<file path="src/rtl/uart_tx_arbiter.sv">
// Round-robin arbiter and sequencer sharing one serial_send transmitter between NUM_REQ byte producers.
// Optional hold-grant locking for contiguous multi-byte messages is enabled by `define UART_ARB_LOCK_EN.
module uart_tx_arbiter #(
  parameter int NUM_REQ      = 4,
  parameter int BUSY_TIMEOUT = 16,
  localparam int GW          = (NUM_REQ > 1) ? $clog2(NUM_REQ) : 1,
  localparam int CW          = $clog2(BUSY_TIMEOUT + 1)
) (
  input  logic                 CLK,
  input  logic                 RST,
  input  logic [NUM_REQ-1:0]   REQ_VALID,
  input  logic [8*NUM_REQ-1:0] REQ_DATA,
  input  logic [NUM_REQ-1:0]   REQ_LOCK,
  output logic [NUM_REQ-1:0]   REQ_READY,
  output logic [7:0]           TX_DATA,
  output logic                 TX_WE,
  input  logic                 TX_BUSY,
  output logic [GW-1:0]        GRANT_ID,
  output logic                 ACTIVE,
  output logic                 ERR
);

  typedef enum logic [1:0] {
    ST_IDLE      = 2'd0,
    ST_ISSUE     = 2'd1,
    ST_WAIT_BUSY = 2'd2,
    ST_WAIT_DONE = 2'd3
  } state_t;

  state_t               state_r, state_nxt_s;
  logic [GW-1:0]        ptr_r, win_idx_s, grant_id_r;
  logic [CW-1:0]        cnt_r;
  logic [NUM_REQ-1:0]   cand_s, ready_s;
  logic                 win_found_s, hs_s, timeout_s;
  logic [7:0]           tx_data_r;
  logic                 tx_we_r, active_r, err_r;

`ifdef UART_ARB_LOCK_EN
  logic                 lock_vld_r;
  logic [GW-1:0]        lock_own_r;

  // Candidate mask: only the lock owner may compete while a lock is held
  always_comb begin
    cand_s = REQ_VALID;
    if (lock_vld_r) begin
      cand_s = {NUM_REQ{1'b0}};
      cand_s[lock_own_r] = REQ_VALID[lock_own_r];
    end else begin
      cand_s = REQ_VALID;
    end
  end

  // Lock ownership: taken/dropped on handshake, dropped in IDLE when the owner lowers REQ_LOCK
  always_ff @(posedge CLK) begin
    if (RST) begin
      lock_vld_r <= 1'b0;
      lock_own_r <= {GW{1'b0}};
    end else if (hs_s) begin
      lock_vld_r <= REQ_LOCK[win_idx_s];
      lock_own_r <= win_idx_s;
    end else if ((state_r == ST_IDLE) && lock_vld_r && !REQ_LOCK[lock_own_r]) begin
      lock_vld_r <= 1'b0;
    end
  end
`else
  logic lock_unused_s;
  assign lock_unused_s = ^REQ_LOCK;

  // Candidate mask: pure round-robin, every valid requester competes
  always_comb begin
    cand_s = REQ_VALID;
  end
`endif

  // Round-robin search upward from the requester after the last winner
  always_comb begin
    logic [GW-1:0] idx_v;
    win_found_s = 1'b0;
    win_idx_s   = {GW{1'b0}};
    idx_v       = {GW{1'b0}};
    for (int k = 1; k <= NUM_REQ; k++) begin
      idx_v = GW'((int'(ptr_r) + k) % NUM_REQ);
      if (!win_found_s && cand_s[idx_v]) begin
        win_found_s = 1'b1;
        win_idx_s   = idx_v;
      end else begin
        win_found_s = win_found_s;
      end
    end
  end

  // Handshake, ready vector and busy-timeout detection
  always_comb begin
    hs_s      = (state_r == ST_IDLE) && !RST && !TX_BUSY && win_found_s;
    timeout_s = (state_r == ST_WAIT_BUSY) && !TX_BUSY && (cnt_r == CW'(BUSY_TIMEOUT - 1));
    ready_s   = {NUM_REQ{1'b0}};
    if (hs_s) begin
      ready_s[win_idx_s] = 1'b1;
    end else begin
      ready_s = {NUM_REQ{1'b0}};
    end
  end

  // Next-state logic for the issue/wait sequence
  always_comb begin
    state_nxt_s = state_r;
    case (state_r)
      ST_IDLE: begin
        if (hs_s) state_nxt_s = ST_ISSUE;
        else      state_nxt_s = ST_IDLE;
      end
      ST_ISSUE: begin
        state_nxt_s = ST_WAIT_BUSY;
      end
      ST_WAIT_BUSY: begin
        if (TX_BUSY)        state_nxt_s = ST_WAIT_DONE;
        else if (timeout_s) state_nxt_s = ST_IDLE;
        else                state_nxt_s = ST_WAIT_BUSY;
      end
      ST_WAIT_DONE: begin
        if (!TX_BUSY) state_nxt_s = ST_IDLE;
        else          state_nxt_s = ST_WAIT_DONE;
      end
      default: begin
        state_nxt_s = ST_IDLE;
      end
    endcase
  end

  // State, pointer, timeout counter and registered outputs
  always_ff @(posedge CLK) begin
    if (RST) begin
      state_r    <= ST_IDLE;
      ptr_r      <= GW'(NUM_REQ - 1);
      cnt_r      <= {CW{1'b0}};
      tx_data_r  <= 8'h00;
      tx_we_r    <= 1'b0;
      grant_id_r <= {GW{1'b0}};
      active_r   <= 1'b0;
      err_r      <= 1'b0;
    end else begin
      state_r  <= state_nxt_s;
      tx_we_r  <= hs_s;
      active_r <= (state_nxt_s != ST_IDLE);
      err_r    <= timeout_s;
      if (hs_s) begin
        tx_data_r  <= REQ_DATA[{win_idx_s, 3'b000} +: 8];
        grant_id_r <= win_idx_s;
        ptr_r      <= win_idx_s;
        cnt_r      <= {CW{1'b0}};
      end else if ((state_r == ST_ISSUE) || (state_r == ST_WAIT_BUSY)) begin
        // counts cycles since TX_WE; WAIT_BUSY is left before it can pass BUSY_TIMEOUT-1
        cnt_r <= cnt_r + CW'(1);
      end
    end
  end

  assign REQ_READY = ready_s;
  assign TX_DATA   = tx_data_r;
  assign TX_WE     = tx_we_r;
  assign GRANT_ID  = grant_id_r;
  assign ACTIVE    = active_r;
  assign ERR       = err_r;

endmodule

</file>
<file path="config.mk">
export PLATFORM = sky130hd
export DESIGN_NAME = uart_tx_arbiter
export DESIGN_NICKNAME = d
export VERILOG_FILES = /design/src/rtl/uart_tx_arbiter.sv
export SDC_FILE = /design/constraint.sdc
export NUM_CORES = 1
export LEC_CHECK = 0
export ABC_CLOCK_PERIOD_IN_PS = 2450
export BUFFER_PORTS_ARGS = -buffer_cell sky130_fd_sc_hd__buf_2
export CAP_MARGIN = 20
export CORE_UTILIZATION = 46
export CTS_CLUSTER_DIAMETER = 120
export DETAILED_ROUTE_END_ITERATION = 8
export GPL_TIMING_DRIVEN = 0
export PLACE_DENSITY_LB_ADDON = 0.1
export SLEW_MARGIN = 10
export SYNTH_ARGS = -nofsm -noshare
export SYNTH_HDL_FRONTEND = slang
export SYNTH_SLANG_ARGS = --single-unit
</file>
<file path="constraint.sdc">
create_clock -name CLK -period 2.45 [get_ports CLK]
set_input_delay 0.49 -clock CLK [delete_from_list [all_inputs] [get_ports CLK]]
set_output_delay 0.49 -clock CLK [all_outputs]
set_load 0.03 [all_outputs]
</file>
-- Word level (Yosys, flattened, before mapping)
Cells that the tools add are included.
- register bits: 22
- bits of input ports: 43
- output and inout port bits: 17
- word-level logic and storage cells: 66
- $add $sub $neg: 5
- magnitude comparators: 6
- equal/unequal tests: 4
- shifts and indexed selects: 1
- multiplexer cells: 24
- reduce and logical (&&, ||, !) cells: 18
- operators by type and width (cell ; count):
    32-bit by 6-bit indexed part select with 8-bit output ; 1
    2-bit by 3-bit < comparator with 1-bit output, second input constant ; 5
    2-bit two-way mux ; 7
    1-bit two-way mux ; 10
    1-bit logical AND ; 9
    1-bit binary-select mux with 2-bit select ; 4
    2-bit case mux with 4 select lines ; 1
    5-bit by 1-bit adder with 5-bit output, second input constant ; 1
    5-bit by 4-bit equality test with 1-bit output, second input constant ; 1
    1-bit logical NOT ; 5
    2-bit by 1-bit adder with 2-bit output, second input constant ; 2
    2-bit adder, second input constant ; 2
    2-bit equality test, second input constant ; 2
    4-bit two-way mux ; 1
    1-bit demux with 2-bit select ; 1
    2-bit by 1-bit equality test with 1-bit output, second input constant ; 1
    2-bit by 1-bit greater-or-equal comparator with 1-bit output, second input constant ; 1
    2-bit logical NOT ; 1
    2-bit nonzero test ; 1
    2-bit OR reduction ; 1
    1-bit logical OR ; 1

-- Longest topological paths before layout
Gate-level depths: netlist of the first run.
- word-level depth: 18
- gate-level depth with buffers: 8
- mapped depth without buffers: 8

-- Least setup slack after synthesis of the first run
Ideal clock, no wire load.
- path type: in2out
- start point: in RST
- end point: out REQ_READY[2]
- data arrival time: 1958 ps
- data required time: 1960 ps
- path slack: 2 ps
- stages on the path: 4
- buffers on the path: 1
- cells stage by stage: buf_2 > nor4b_4 > nand3_1 > a211oi_1
- word-level cells in the longest chain between the ends: 5
- RTL lines (element ; line ; RTL):
    from (decl) ; 10 ; input logic RST,
    1-bit logical NOT ; 94 ; hs_s = (state_r == ST_IDLE) && !RST && !TX_BUSY && win_found_s;
    1-bit logical AND (3 in series) ; 94 ;
    4-bit two-way mux ; 97 ; if (hs_s) begin
    to (decl) ; 14 ; output logic [NUM_REQ-1:0] REQ_READY,
No other way between the ends.

-- Worst setup path after layout of the first run
- start point: reg state_r[0]
- end point: out REQ_READY[1]
- word-level cells in the longest chain between the ends: 5
- RTL lines (element ; line ; RTL):
    from (decl) ; 30 ; state_t state_r, state_nxt_s;
    from (signal assigned) ; 142 ; state_r <= state_nxt_s;
    2-bit logical NOT ; 94 ;
    1-bit logical AND (3 in series) ; 94 ;
    4-bit two-way mux ; 97 ;
No other way between the ends.

==> results.md, run 1 <==
Status:
- The flow ran to the end, and the final reports show no timing, DRC or antenna violations.

CTS:
- TritonCTS built the clock tree.
- The total number of H-tree levels is 1.
- The later pin in the worst-skew pair is clocked with a latency of 310 ps.
- The root buffer cell chosen for the clock tree is sky130_fd_sc_hd__clkbuf_4.
- The clock net in this run drives a total of 22 sinks.
- Hold repair after CTS inserted 0 buffers.
- Clock tree synthesis inserted a total of 3 buffers.
- After clock tree synthesis, the clock-pin slew on the worst setup and hold paths is 120 ps.
- The maximum clock insertion buffer count is 2.

Synthesis:
- When the netlist entered floorplanning its net count stood at 201.
- The sequential share of the synthesized area is 0.348.
- In the synthesized netlist, the number of instances is 152.
- The synthesized netlist occupies a cell area of 0.00126 mm^2.
- The number of warnings reported in the yosys synthesis log is 0.
- After synthesis the netlist holds a flip-flop and latch count of 22.
- The number of distinct library cells after synthesis is 32.
- The post-synthesis average cell area is 8.32 um^2.

STA:
- Headroom to the max-slew limit came out at 0.566.
- Hold is met by 409 ps.
- The maximum clock frequency is 427 MHz.
- Setup violations remaining at the end of the flow were counted as 0.
- The minimum period implied by the final worst setup slack is 2340 ps.
- The pin slew with the least headroom to its limit is 649 ps.
- The number of max-slew violations in the final report came to 0.
- The post-route clock skew is 3.67 ps.
- The number of hold violations in the final report was 0.
- Setup total negative slack on the finished layout was measured at 0 ps.
- The ratio of final minimum period to clock period is 0.955.

Die:
- In this run the vertical extent of the chip is 54.4 um.
- For this configuration, the core starts out at a cell density of 0.497.
- The floorplan step defined a die boundary enclosing 0.00296 mm^2.
- The floorplan has 18 rows.
- Measured along the x axis, the die boundary spans 54.4 um.
- The top-level port count is 60.
- The core region is 0.00254 mm^2.

Final layout:
- Fill cells in the final layout number 212.
- In the layout the commonest cells are 53 x sky130_fd_sc_hd__buf_2, 19 x sky130_fd_sc_hd__dfxtp_1, 14 x sky130_fd_sc_hd__nand2_1.
- The area growth from synthesis to layout is 38.7%.
- The fraction of layout cells with a size suffix above 1 is 0.398.
- In the final layout, flip-flops and latches occupy 444 um^2.
- For this run, the share of the core covered by cells in the final layout is 0.689.
- In the final layout, the multi-input gates occupy 749 um^2.
- The number of antenna diodes in the final layout is 0.
- The number of nets in the layout is 271.
- The library cell used most frequently in the layout, excluding fill and tap cells, is sky130_fd_sc_hd__buf_2.
- Excluding fillers, the count of instances in the completed layout stands at 251.

Min path:
- The worst hold path begins at TX_BUSY.
- The endpoint of the worst hold-timing path is ERR$_SDFF_PP0_.
- The worst hold path was traced through 2 stages.
- The tightest min-delay check is of the primary input to register type.

Global routing:
- Across every metal layer, demand over resource in global routing totals 0.231.
- The global-route wire length before repair is 4.78 mm.
- The number of antenna violations at the first check in global routing is 0.
- The via count of the first global-routing pass is 1077.
- The maximum number of pins on one net before global-route repair is 14.
- The residual overflow from global routing is 0.

Critical path:
- The worst setup path is launched from a register.
- The source of the worst register-to-register timing path is state_r[0]$_SDFF_PP0_.
- The worst register-to-register path has a setup slack of 720 ps.
- The critical path class is register to output port.
- The maximum net fanout on the critical path is 10.
- In this design, the largest share of critical-path delay is due to buffers and inverters.
- The kind of end point of the critical path is an output port.
- For the worst setup path, the data required time is 1960 ps.
- The highest cell delay on the worst timing path is 360 ps.
- The cell count of the worst reg-to-reg path is 7.
- Traced cell by cell, the critical path runs through inv_2 > ha_1 > nor4b_4 > a21boi_2 > buf_6 > nor2b_1 > clkbuf_4.
- The data arrival time of the critical path is 1850 ps.
- The worst-path cell with the longest stage delay is sky130_fd_sc_hd__dfxtp_2.
- The number of buffers and inverters on the critical path is 3.
- The endpoint identified for the worst register-to-register timing path is TX_DATA[7]$_SDFFE_PP0P_.

Drt:
- The number of optimization iterations in the first detailed-route pass is 4.
- After detailed routing, the wire length on met1 is 1.43 mm.
- The overall via count from detail_route is 1352.
- In the routed design, unresolved DRC markers number 0.
- Dividing the detail-routed via count by the number of cells gives 5.39.
- The total detailed-routing wirelength is 3.23 mm.
- The post-detailed-route count of antenna-violating nets is 0.
- Dividing the detail-routed wire length by the instance count gives 12.9 um.
- The detailed router finished its first iteration with 30 violations.
- Signal routing reaches up to met4.
- The routed length on met2 is 1.54 mm.
- Summed over all nets, wire length on met3 after detailed routing comes to 227 um.

Place:
- Once placement completed, the tool counted placed cells totaling 236.
- Routability-driven placement finished with a final weighted congestion of 0.742.
- Port buffering added 54 buffers.
- Once detailed placement completed, the half-perimeter wirelength came to 2.34 mm.

Pwr:
- Across the VDD grid, the largest voltage drop is 0.000414 V.
- Dividing total power by cell area gives a power density of 564 mW/mm^2.
- The total power draw is 0.989 mW.
- In this run the static leakage power is 0.861 nW.

Job:
- Max-cap violations in this run came to 0.
==> cell families (layout without fill, tap and decap cells) <==
| kind of cell | Yosys count | count (layout) | share of synthesized area |
|---|---|---|---|
| and+or+nand+nor | 51 | 51 | 0.229 |
| xor gates and xnor gates | 3 | 3 | 0.0208 |
| DFF | 22 | 22 | 0.348 |
| adders and majority gates | 6 | 6 | 0.0593 |
| AOI/OAI and AO/OA | 39 | 39 | 0.196 |
| muxes | 9 | 9 | 0.0712 |
| buffers and inverters | 22 | 91 | 0.0752 |
==> area by class of cell <==
cell class	count	share of cell area
well taps	30	0.0214
clock buffers	3	0.0128
inverters	12	0.0257
plain buffers	10	0.0371
flip-flops and latches	22	0.253
clock inverters	1	0.0171
repair buffers	65	0.205
multi-input cells	108	0.427
==> power by group <==
part	leakage (nW)	switching [mW]	internal (mW)
Clock	0.0279	0.112	0.165
Combinational	0.652	0.173	0.130
Sequential	0.181	0.0188	0.390
Total	0.861	0.304	0.685
==> cell usage after synthesis (all sizes together) <==
cell type | n | area, um^2
buf | 5 | 31.3
nor2 | 14 | 52.6
o21ai | 9 | 45.0
dfxtp | 22 | 440
and4 | 8 | 70.1
nand4 | 1 | 6.26
nand2 | 14 | 52.6
nand2b | 4 | 25.0
nor3 | 1 | 5.00
and2 | 1 | 6.26
a21o | 2 | 15.0
a21boi | 1 | 7.51
xnor2 | 1 | 8.76
nor4b | 1 | 23.8
xor2 | 2 | 17.5
and3 | 2 | 12.5
inv | 12 | 45.0
or2 | 1 | 6.26
o22a | 1 | 8.76
clkbuf | 5 | 18.8
nand3 | 1 | 5.00
o211ai | 9 | 67.6
mux2i | 9 | 90.1
nor2b | 2 | 12.5
o22ai | 1 | 6.26
a31oi | 8 | 50.1
a211oi | 3 | 22.5
a21oi | 5 | 25.0
ha | 6 | 75.1
nor4 | 1 | 12.5
==> layer usage <==
| layer | up-vias | GRT usage |
|---|---|---|
| li1 | 675 | - |
| met1 | 626 | 0.295 |
| met2 | 46 | 0.376 |
| met3 | 5 | 0.0556 |
| met4 | 0 | 0.0769 |
| met5 | - | 0 |
==> registers in the layout (all words and copies together) (netlist names) <==
register,flops
ACTIVE,1
ptr_r,2
cnt_r,5
TX_DATA,8
TX_WE,1
state_r,2
GRANT_ID,2
ERR,1
==> worst register-to-register path, delay by kind of cell, from the launching register on <==
| family | cells | cell delay, ps |
|---|---|---|
| DFF | 1 | 380 |
| and+or+nand+nor | 3 | 750 |
| adders and majority gates | 1 | 190 |
| AOI/OAI and AO/OA | 1 | 120 |
| buffers and inverters | 2 | 230 |
==> worst max path at each step <==
stage / startpoint / slack, ps / endpoint / depth (start not counted)
after floorplan: RST / 2 / REQ_READY[2] / 4
after global placement: RST / 20 / REQ_READY[1] / 6
after detailed placement: RST / -20 / REQ_READY[1] / 6
after CTS: state_r[1]$_SDFF_PP0_ / 6 / REQ_READY[2] / 7
after global routing: ptr_r[0]$_SDFFE_PP1P_ / -10 / REQ_READY[0] / 7
final: state_r[0]$_SDFF_PP0_ / 110 / REQ_READY[1] / 7
==> through the flow <==
step           worst slack [ps]  area (um^2)
6_report                    110         1750
5_1_grt                   -9.88         1750
4_1_cts                    5.75         1650
3_3_place_gp               20.8         1570
3_5_place_dp              -15.1         1570
2_1_floorplan              1.69         1260
==> repair_timing <==
action	CTS	global route
hold endpoints to repair	0	0
setup endpoints to repair	4	4
resized for setup	5	16
setup buffers	1	10
gates cloned	0	0
pin swaps	0	2
(Power assumes the default switching activity.)
==> inputs of run 2 (changes only) <==
MAX_ROUTING_LAYER = met4   (was not set)
PLACE_DENSITY = 0.78   (was not set)
PLACE_DENSITY_LB_ADDON = not set   (was 0.1)
==> run 2 against run 1 <==
Sequential cell count did not move. Global-route usage about the same. Total power decreased by 1.8%. Sequential power about the same. Worst setup slack got worse by 3.5 ps. Final cell count down 2.8%. Highest routed layer unchanged. Wire length up 1.9%. Sequential share of layout area is 0.94 points higher. Largest cell class unchanged.
==> results.md, run 2 (same netlist as run 1, synthesis figures left out) <==
Status:
- The run finished with clean final reports.

STA:
- The ratio of final minimum period to clock period is 0.957.
- Setup repair after global routing left no endpoint under its margin.
- For the pin with the worst max-slew slack, the measured transition is 800 ps.
- On the final layout, the worst clock skew is 3.00 ps.
- The number of max-slew violations in the final report is 0.
- The maximum clock frequency is 427 MHz.
- The setup violation total in the final timing report is 0.
- The number of hold violations in the final report came to 0.
- The final hold slack is 430 ps.
- After layout, the minimum clock period comes to 2340 ps.
- The worst max-slew margin expressed relative to the limit is 0.464.

Final layout:
- The number of flip-flops in the largest register is 8.
- The commonest non-fill, non-tap cell in the layout is sky130_fd_sc_hd__buf_2.
- The fraction of layout cells with a size suffix above 1 is 0.355.
- From synthesis to final layout, the design area changed by 32.9%.
- The filler cells instantiated in the layout total 220.
- The number of antenna diodes in the final layout is 0.
- Once layout is done, the placed cells without fillers occupy 0.00168 mm^2.
- The sequential cell area in the final layout is 442 um^2.
- After the last flow step, the layout net total stands at 264.
- The library cells used most frequently in the layout, excluding fill and tap cells, are 55 x sky130_fd_sc_hd__buf_2, 21 x sky130_fd_sc_hd__dfxtp_1, 14 x sky130_fd_sc_hd__nor2_1, 14 x sky130_fd_sc_hd__nand2_1, 10 x sky130_fd_sc_hd__inv_1.
- In the final layout, the multi-input gates occupy 741 um^2.

Drt:
- For this run, the detailed router's first-pass iteration total came to 4.
- Once detail routing completed, the nets flagged for antenna violations numbered 0.
- The number of violations reported at the end of detailed-routing iteration 0 is 23.
- The routed wire length per instance is 13.5 um.
- For this block, the routed nets add up to 3.29 mm of wire.
- In the routed design, unresolved DRC markers number 0.
- The overall via count from detail_route is 1315.
- The average via count per standard cell is 5.39.

Die:
- In this run the core area contains 18 standard-cell rows.
- The die covers 0.00296 mm^2.
- In this run the vertical extent of the chip is 54.4 um.
- In this run the standard cell core region covers 0.00254 mm^2.
- 60 I/O pins were placed.
- The initial standard-cell utilization of the core is 0.497.
- In this run the horizontal extent of the chip is 54.4 um.

Global routing:
- The first global-routing pass estimated 4.72 mm of wire.
- The residual overflow from global routing is 0.
- The via count of the first global-routing pass came to 1118.
- The overall global routing resource usage is 0.231.
- The maximum number of pins on one net before global-route repair is 14.
- The number of antenna violations at the first check in global routing is 0.

Critical path:
- STA classifies the critical path startpoint as a register.
- The data arrival time of the critical path is 1850 ps.
- In this run the worst path has a maximum fanout of 10.
- The kind of end point of the critical path is an output port.
- STA puts the critical path data required time at 1960 ps.
- The setup path with the least slack is of type register to output port.

Job:
- The max-capacitance violation count is 0.

Min path:
- In this run the worst hold path is classified as primary input to register.

CTS:
- The number of CTS-inserted buffers is 3.
- The clock tree from TritonCTS is built.
- The number of buffers inserted for hold repair after clock tree synthesis is 0.
- The maximum clock insertion buffer count is 2.
- The clock transition at the registers of the reported paths is 120 ps.
- The insertion delay of the later-clocked pin in the worst-skew pair is 300 ps.
- The total number of H-tree levels is 1.
- The clock net in this run drives a total of 22 sinks.
- The clock tree root driver cell is sky130_fd_sc_hd__clkbuf_4.

Place:
- After legalization and detailed placement, the total HPWL measured 2.60 mm.
- Routability-driven placement finished with a final weighted congestion of 0.773.
- After detailed placement, the total cell area comes to 0.00157 mm^2.
- The number of buffer cells added on primary ports is 54.

Pwr:
- The power per cell area is 578 mW/mm^2.
- For this design the static power due to leakage is 0.825 nW.
- The worst-case vdd ir drop is 0.000426 V.
[run 2: cell types whose count changed in the layout (fill, tap and decap cells not counted), sizes merged]
cell,delta
buf,-6
clkbuf,-1
[run 2: path summary, 6_finish.rpt]
| check | startpoint | endpoint | slack, ps | cells after the start |
|---|---|---|---|---|
| max reg2reg | state_r[0]$_SDFF_PP0_ | TX_DATA[3]$_SDFFE_PP0P_ | 550 | 7 |
| max | ptr_r[0]$_SDFFE_PP1P_ | REQ_READY[0] | 110 | 7 |
| min | TX_BUSY | ERR$_SDFF_PP0_ | 430 | 2 |
| min reg2reg | GRANT_ID[1]$_SDFFE_PP0P_ | GRANT_ID[1]$_SDFFE_PP0P_ | 460 | 2 |
[run 2: layer usage]
metal | vias to the layer above | GRT usage | share of wire
met2 | 48 | 0.419 | 0.53
met4 | 0 | 0.0641 | 0.0055
met3 | 2 | 0.0361 | 0.055
met5 | - | - | 0
met1 | 600 | 0.258 | 0.41
li1 | 665 | - | -
[run 2: worst max-delay path, cell delays in order, from the launching register on]
cell and delay, ps:
sky130_fd_sc_hd__dfxtp_1 360, sky130_fd_sc_hd__nand2b_1 180, sky130_fd_sc_hd__a21o_4 240, sky130_fd_sc_hd__and3_1 170
sky130_fd_sc_hd__buf_2 160, sky130_fd_sc_hd__buf_6 150, sky130_fd_sc_hd__and2_1 140, sky130_fd_sc_hd__buf_4 160
[run 2: per-stage QoR]
stage                     setup slack, ps   util  cells  total power, mW  setup TNS, ps
after floorplan                      1.69      -    152            0.600              0
after global placement               35.7  0.618    236            0.680              0
after detailed placement            -6.33  0.618    236            0.690          -10.6
after CTS                            10.2  0.646    241            0.970              0
after global routing                 22.4  0.661    244             1.02              0
final                                 106  0.661    244            0.972              0
[run 2: report_power, final]
part	switching (mW)	internal (mW)
Combinational	0.171	0.122
Sequential	0.0174	0.389
Clock	0.108	0.165
[run 2: final cells by class]
type                       count  area share
multi-input combinational    108       0.440
sequential                    22       0.263
timing repair buffer          58       0.182
buffer                        10      0.0350
inverter                      12      0.0268
tap                           30      0.0223
clock inverter                 1      0.0179
clock buffer                   3      0.0134
[run 2: repair_timing]
item                       CTS  global route
setup endpoints to repair    4             4
pin swaps                    0             1
resized for setup            4             9
buffers inserted             1             3
==> inputs of run 3 (changes only) <==
ABC_AREA = 1   (was not set)
CORE_UTILIZATION = 48   (was 46)
==> run 3 against run 2 <==
The run now ends with negative setup slack left. Combinational power rose to 8.6 times the previous value. Hold slack got worse by 34 ps. First-iteration DRC count grew to 3.6 times the previous value. Non-clock buffer count rose by 18. Fmax shrank 5.3%. Synthesized cell count increased by 57%. Final area up 34%. Global-route usage grew 1.8 points. Wire length grew 33%. Critical path depth increased by 14. Register-to-register slack worse by 580 ps. Sequential share of layout area fell by 6.5 points.
==> results.md, run 3 <==
Status:
- The run finished, with violations left.
- The checks that failed: negative setup slack.

Drt:
- The overall via count from detail_route is 1775.
- For this block, the initial DRC count from the detailed router was 83.
- In the routed layout, each cell is associated on average with a via count of 4.89.
- The remaining routing DRC violations is 0.
- The routed wire length per instance is 12.1 um.
- The post-detailed-route count of antenna-violating nets is 0.
- The total detailed-routing wirelength is 4.39 mm.
- The number of optimization iterations in the first detailed-route pass is 4.

Synthesis:
- Summed over all instances, the cell type with the most area after synthesis is sky130_fd_sc_hd__dfxtp_1.
- In the synthesized netlist the async set-or-reset flop fraction comes to 0.
- Of the post-synthesis cell area, the dominant cell type holds 0.291.
- Among all cell types in the netlist, the one instantiated most often is sky130_fd_sc_hd__nand2_1.
- The synthesized netlist occupies a cell area of 0.00151 mm^2.
- In this run, synthesis inferred 0 flip-flops with an integrated enable.
- The number of nets produced by synthesis is 287.
- In the post-synthesis netlist, the biggest area contributors are sky130_fd_sc_hd__dfxtp_1 29%, sky130_fd_sc_hd__nand2_1 22%, sky130_fd_sc_hd__nand3_1 9.9%.
- The gate count of the mapped netlist is 238.
- A synthesized cell averages 6.35 um^2.
- The sequential share of the synthesized area is 0.291.
- During synthesis, Yosys emitted a total of 0 warnings.
- The most used flip-flop cell after synthesis is sky130_fd_sc_hd__dfxtp_1.
- The flip-flop and latch count after synthesis is 22.
- After synthesis, the most frequently instantiated cells are 90 x sky130_fd_sc_hd__nand2_1, 30 x sky130_fd_sc_hd__nand3_1, 24 x sky130_fd_sc_hd__inv_1.
- Counting distinct cell types in the post-synthesis netlist gives 29.

STA:
- The number of hold violations in the final report is 0.
- The worst max-slew margin expressed relative to the limit is 0.780.
- Across the routed clock network, the largest skew measured is 7.71 ps.
- The final total negative setup slack is -44.8 ps.
- Timing would allow up to 404 MHz.
- Dividing the final minimum period by the clock period gives 1.01.
- The setup violation total in the final timing report is 2.
- For the finished layout, the period the worst path requires is 2480 ps.
- The worst setup margin is -25.6 ps.
- The number of max-slew violations in the final report is 0.
- For the pin with the worst max-slew slack, the measured transition is 327 ps.
- Setup repair after global routing could not meet its margin everywhere.

Pwr:
- For this design the ratio of total power to cell area is 1410 mW/mm^2.
- The share of total power dissipated in sequential elements is 0.161.
- For this design the static power due to leakage is 1.24 nW.
- Of the total power, the clock network draws 0.050.
- The design draws 3.18 mW.
- Of the total power, combinational logic draws 0.788.
- The internal portion of the total power is 1.53 mW.
- The switching power total is 1.66 mW.
- IR analysis of the VDD net gives a maximum drop of 0.000622 V.
- The switching share of total power is 0.521.

Global routing:
- In the global route stage, met3 resource usage came out at 0.0268.
- The global-route wire length before repair is 6.48 mm.
- The residual overflow from global routing is 0.
- For this run, global-route usage on met1 was measured as 0.301.
- The via count of the first global-routing pass is 1597.
- The maximum number of pins on one net before global-route repair is 12.
- The number of antenna violations at the first check in global routing is 0.
- The global routing stage identified its most utilized layer as met2.
- In the global route stage, met2 resource usage came out at 0.420.
- The overall global routing resource usage is 0.249.

Final layout:
- The total inserted antenna cells is 0.
- Leaving out fill and tap cells, the most frequent cell in the layout is sky130_fd_sc_hd__nand2_1.
- The library cells used most frequently in the layout, excluding fill and tap cells, are 73 x sky130_fd_sc_hd__nand2_1, 52 x sky130_fd_sc_hd__buf_2, 26 x sky130_fd_sc_hd__nand3_1, 26 x sky130_fd_sc_hd__buf_4, 22 x sky130_fd_sc_hd__inv_1.
- Of the cells placed in the final design, the portion with a size suffix greater than 1 is 0.452.
- In the final design database the tool counted 372 nets.
- The number of flip-flops in the largest register is 8.
- The finished layout holds 363 standard cells, fillers aside.
- The area growth from synthesis to layout is 49.0%.

CTS:
- The insertion delay of the later-clocked pin in the worst-skew pair is 310 ps.
- The number of buffers inserted for hold repair after clock tree synthesis is 0.
- CTS saw 22 sinks.
- The total number of H-tree levels is 1.
- The maximum clock insertion buffer count is 2.
- TritonCTS built the clock tree.
- Clock-pin slew was measured on the worst setup and hold paths at 110 ps.
- The number of CTS-inserted buffers is 3.
- The clock tree root driver cell is sky130_fd_sc_hd__clkbuf_4.

Die:
- The top-level port count is 60.
- The die is 58.1 um wide.
- The area inside the core boundary is 0.00288 mm^2.
- The vertical die dimension is 58.1 um.
- The initial standard-cell utilization of the core is 0.525.
- The die covers 0.00338 mm^2.
- Row generation in the floorplan step produced 19 rows.

Critical path:
- In this run the critical register-to-register path is launched from ptr_r[1]$_SDFFE_PP1P_.
- The worst setup path is captured at a register.
- The worst setup path endpoint is GRANT_ID[1]$_SDFFE_PP0P_.
- The worst setup path is of the register to register kind.
- Of all nets on the critical path, the largest fanout is 7.
- In this run the worst setup path begins at ptr_r[1]$_SDFFE_PP1P_.
- The cell count of the worst reg-to-reg path is 21.
- The worst register-to-register path ends at GRANT_ID[1]$_SDFFE_PP0P_.
- The endpoint required time on the critical path is 2710 ps.
- The setup check on the worst reg-to-reg path leaves a slack of -30 ps.
- The worst setup path is launched from a register.
- Data on the critical path arrives at its endpoint at 2740 ps.

Place:
- The post-placement cell count is 335.
- Port buffering added 55 buffers.
- The half-perimeter wire length after detailed placement is 2.72 mm.
- The placer's final routability congestion estimate is 0.900.

Job:
- Max-cap violations in this run came to 0.

Min path:
- The classification of the worst-slack hold path is primary input to register.
[run 3: cells by family (layout without fill, tap and decap cells)]
kind of cell / count (synthesis) / in the layout / share of synthesized area
compound gates: 15 / 15 / 0.0613
buf+inv: 37 / 120 / 0.116
fa+ha+maj: 6 / 6 / 0.0497
simple gates: 156 / 156 / 0.470
flops: 22 / 22 / 0.291
xor+xnor: 2 / 2 / 0.0116
[run 3: through the flow]
stage          setup slack, ps  hold WS, ps   util  cell area, um^2
2_1_floorplan              196          476      -             1510
3_5_place_dp             -8.84          439  0.639             1840
3_3_place_gp              15.4          435  0.639             1840
6_report                 -25.6          397  0.783             2250
5_1_grt                   -111          403  0.783             2250
4_1_cts                  -65.5          390  0.716             2060
[run 3: power by group through the flow]
| stage | clock (mW) | combinational (mW) | sequential (mW) |
|---|---|---|---|
| 6_report | 0.160 | 2.51 | 0.514 |
| 5_1_grt | 0.176 | 2.70 | 0.524 |
| 4_1_cts | 0.166 | 2.13 | 0.487 |
| 3_5_place_dp | 0 | 1.77 | 0.493 |
| 3_3_place_gp | 0 | 1.75 | 0.494 |
| 2_1_floorplan | 0 | 1.28 | 0.621 |
[run 3: critical path, cell delays in order, from the launching register on]
cell and delay (ps):
sky130_fd_sc_hd__dfxtp_2 350, sky130_fd_sc_hd__buf_8 130, sky130_fd_sc_hd__inv_4 60, sky130_fd_sc_hd__nand2_2 50, sky130_fd_sc_hd__nand2_2 60, sky130_fd_sc_hd__nand2_2 110, sky130_fd_sc_hd__nand2_4 70, sky130_fd_sc_hd__nor2_4 140
sky130_fd_sc_hd__nand2_2 100, sky130_fd_sc_hd__nand2_4 90, sky130_fd_sc_hd__nand2_4 70, sky130_fd_sc_hd__nor2_4 100, sky130_fd_sc_hd__inv_2 70, sky130_fd_sc_hd__buf_4 140, sky130_fd_sc_hd__buf_4 120, sky130_fd_sc_hd__buf_4 130
sky130_fd_sc_hd__buf_4 120, sky130_fd_sc_hd__buf_4 120, sky130_fd_sc_hd__buf_4 120, sky130_fd_sc_hd__buf_4 120, sky130_fd_sc_hd__buf_4 120, sky130_fd_sc_hd__nand2_1 50
[run 3: timing repair]
item	in CTS	in global routing
setup endpoints to repair	4	5
pin swaps	13	16
buffers inserted	20	8
resized for setup	17	46
[run 3: how the worst min path moves through the flow]
stage	depth (start not counted)	end	slack, ps	start
4_1_cts	2	state_r[0]$_SDFF_PP0_	390	RST
5_1_grt	2	state_r[0]$_SDFF_PP0_	400	RST
3_3_place_gp	2	GRANT_ID[1]$_SDFFE_PP0P_	440	GRANT_ID[1]$_SDFFE_PP0P_
3_5_place_dp	2	GRANT_ID[1]$_SDFFE_PP0P_	440	GRANT_ID[1]$_SDFFE_PP0P_
6_report	2	state_r[0]$_SDFF_PP0_	400	RST
2_1_floorplan	2	cnt_r[0]$_SDFFE_PP0P_	480	cnt_r[0]$_SDFFE_PP0P_
[run 3: area by class of cell]
| cell class | count | area (um^2) |
|---|---|---|
| multi-input cells | 179 | 1050 |
| clock buffers | 3 | 22.5 |
| repair buffers | 83 | 518 |
| well taps | 42 | 52.6 |
| flip-flops and latches | 22 | 445 |
| plain buffers | 3 | 31.3 |
| inverters | 31 | 131 |
| fillers | 212 | 624 |
[run 3: metal layers]
layer / vias to the layer above / share of wire
li1: 912 / -
met2: 54 / 0.49
met4: 0 / 0.034
met5: - / 0
met1: 795 / 0.43
met3: 14 / 0.047
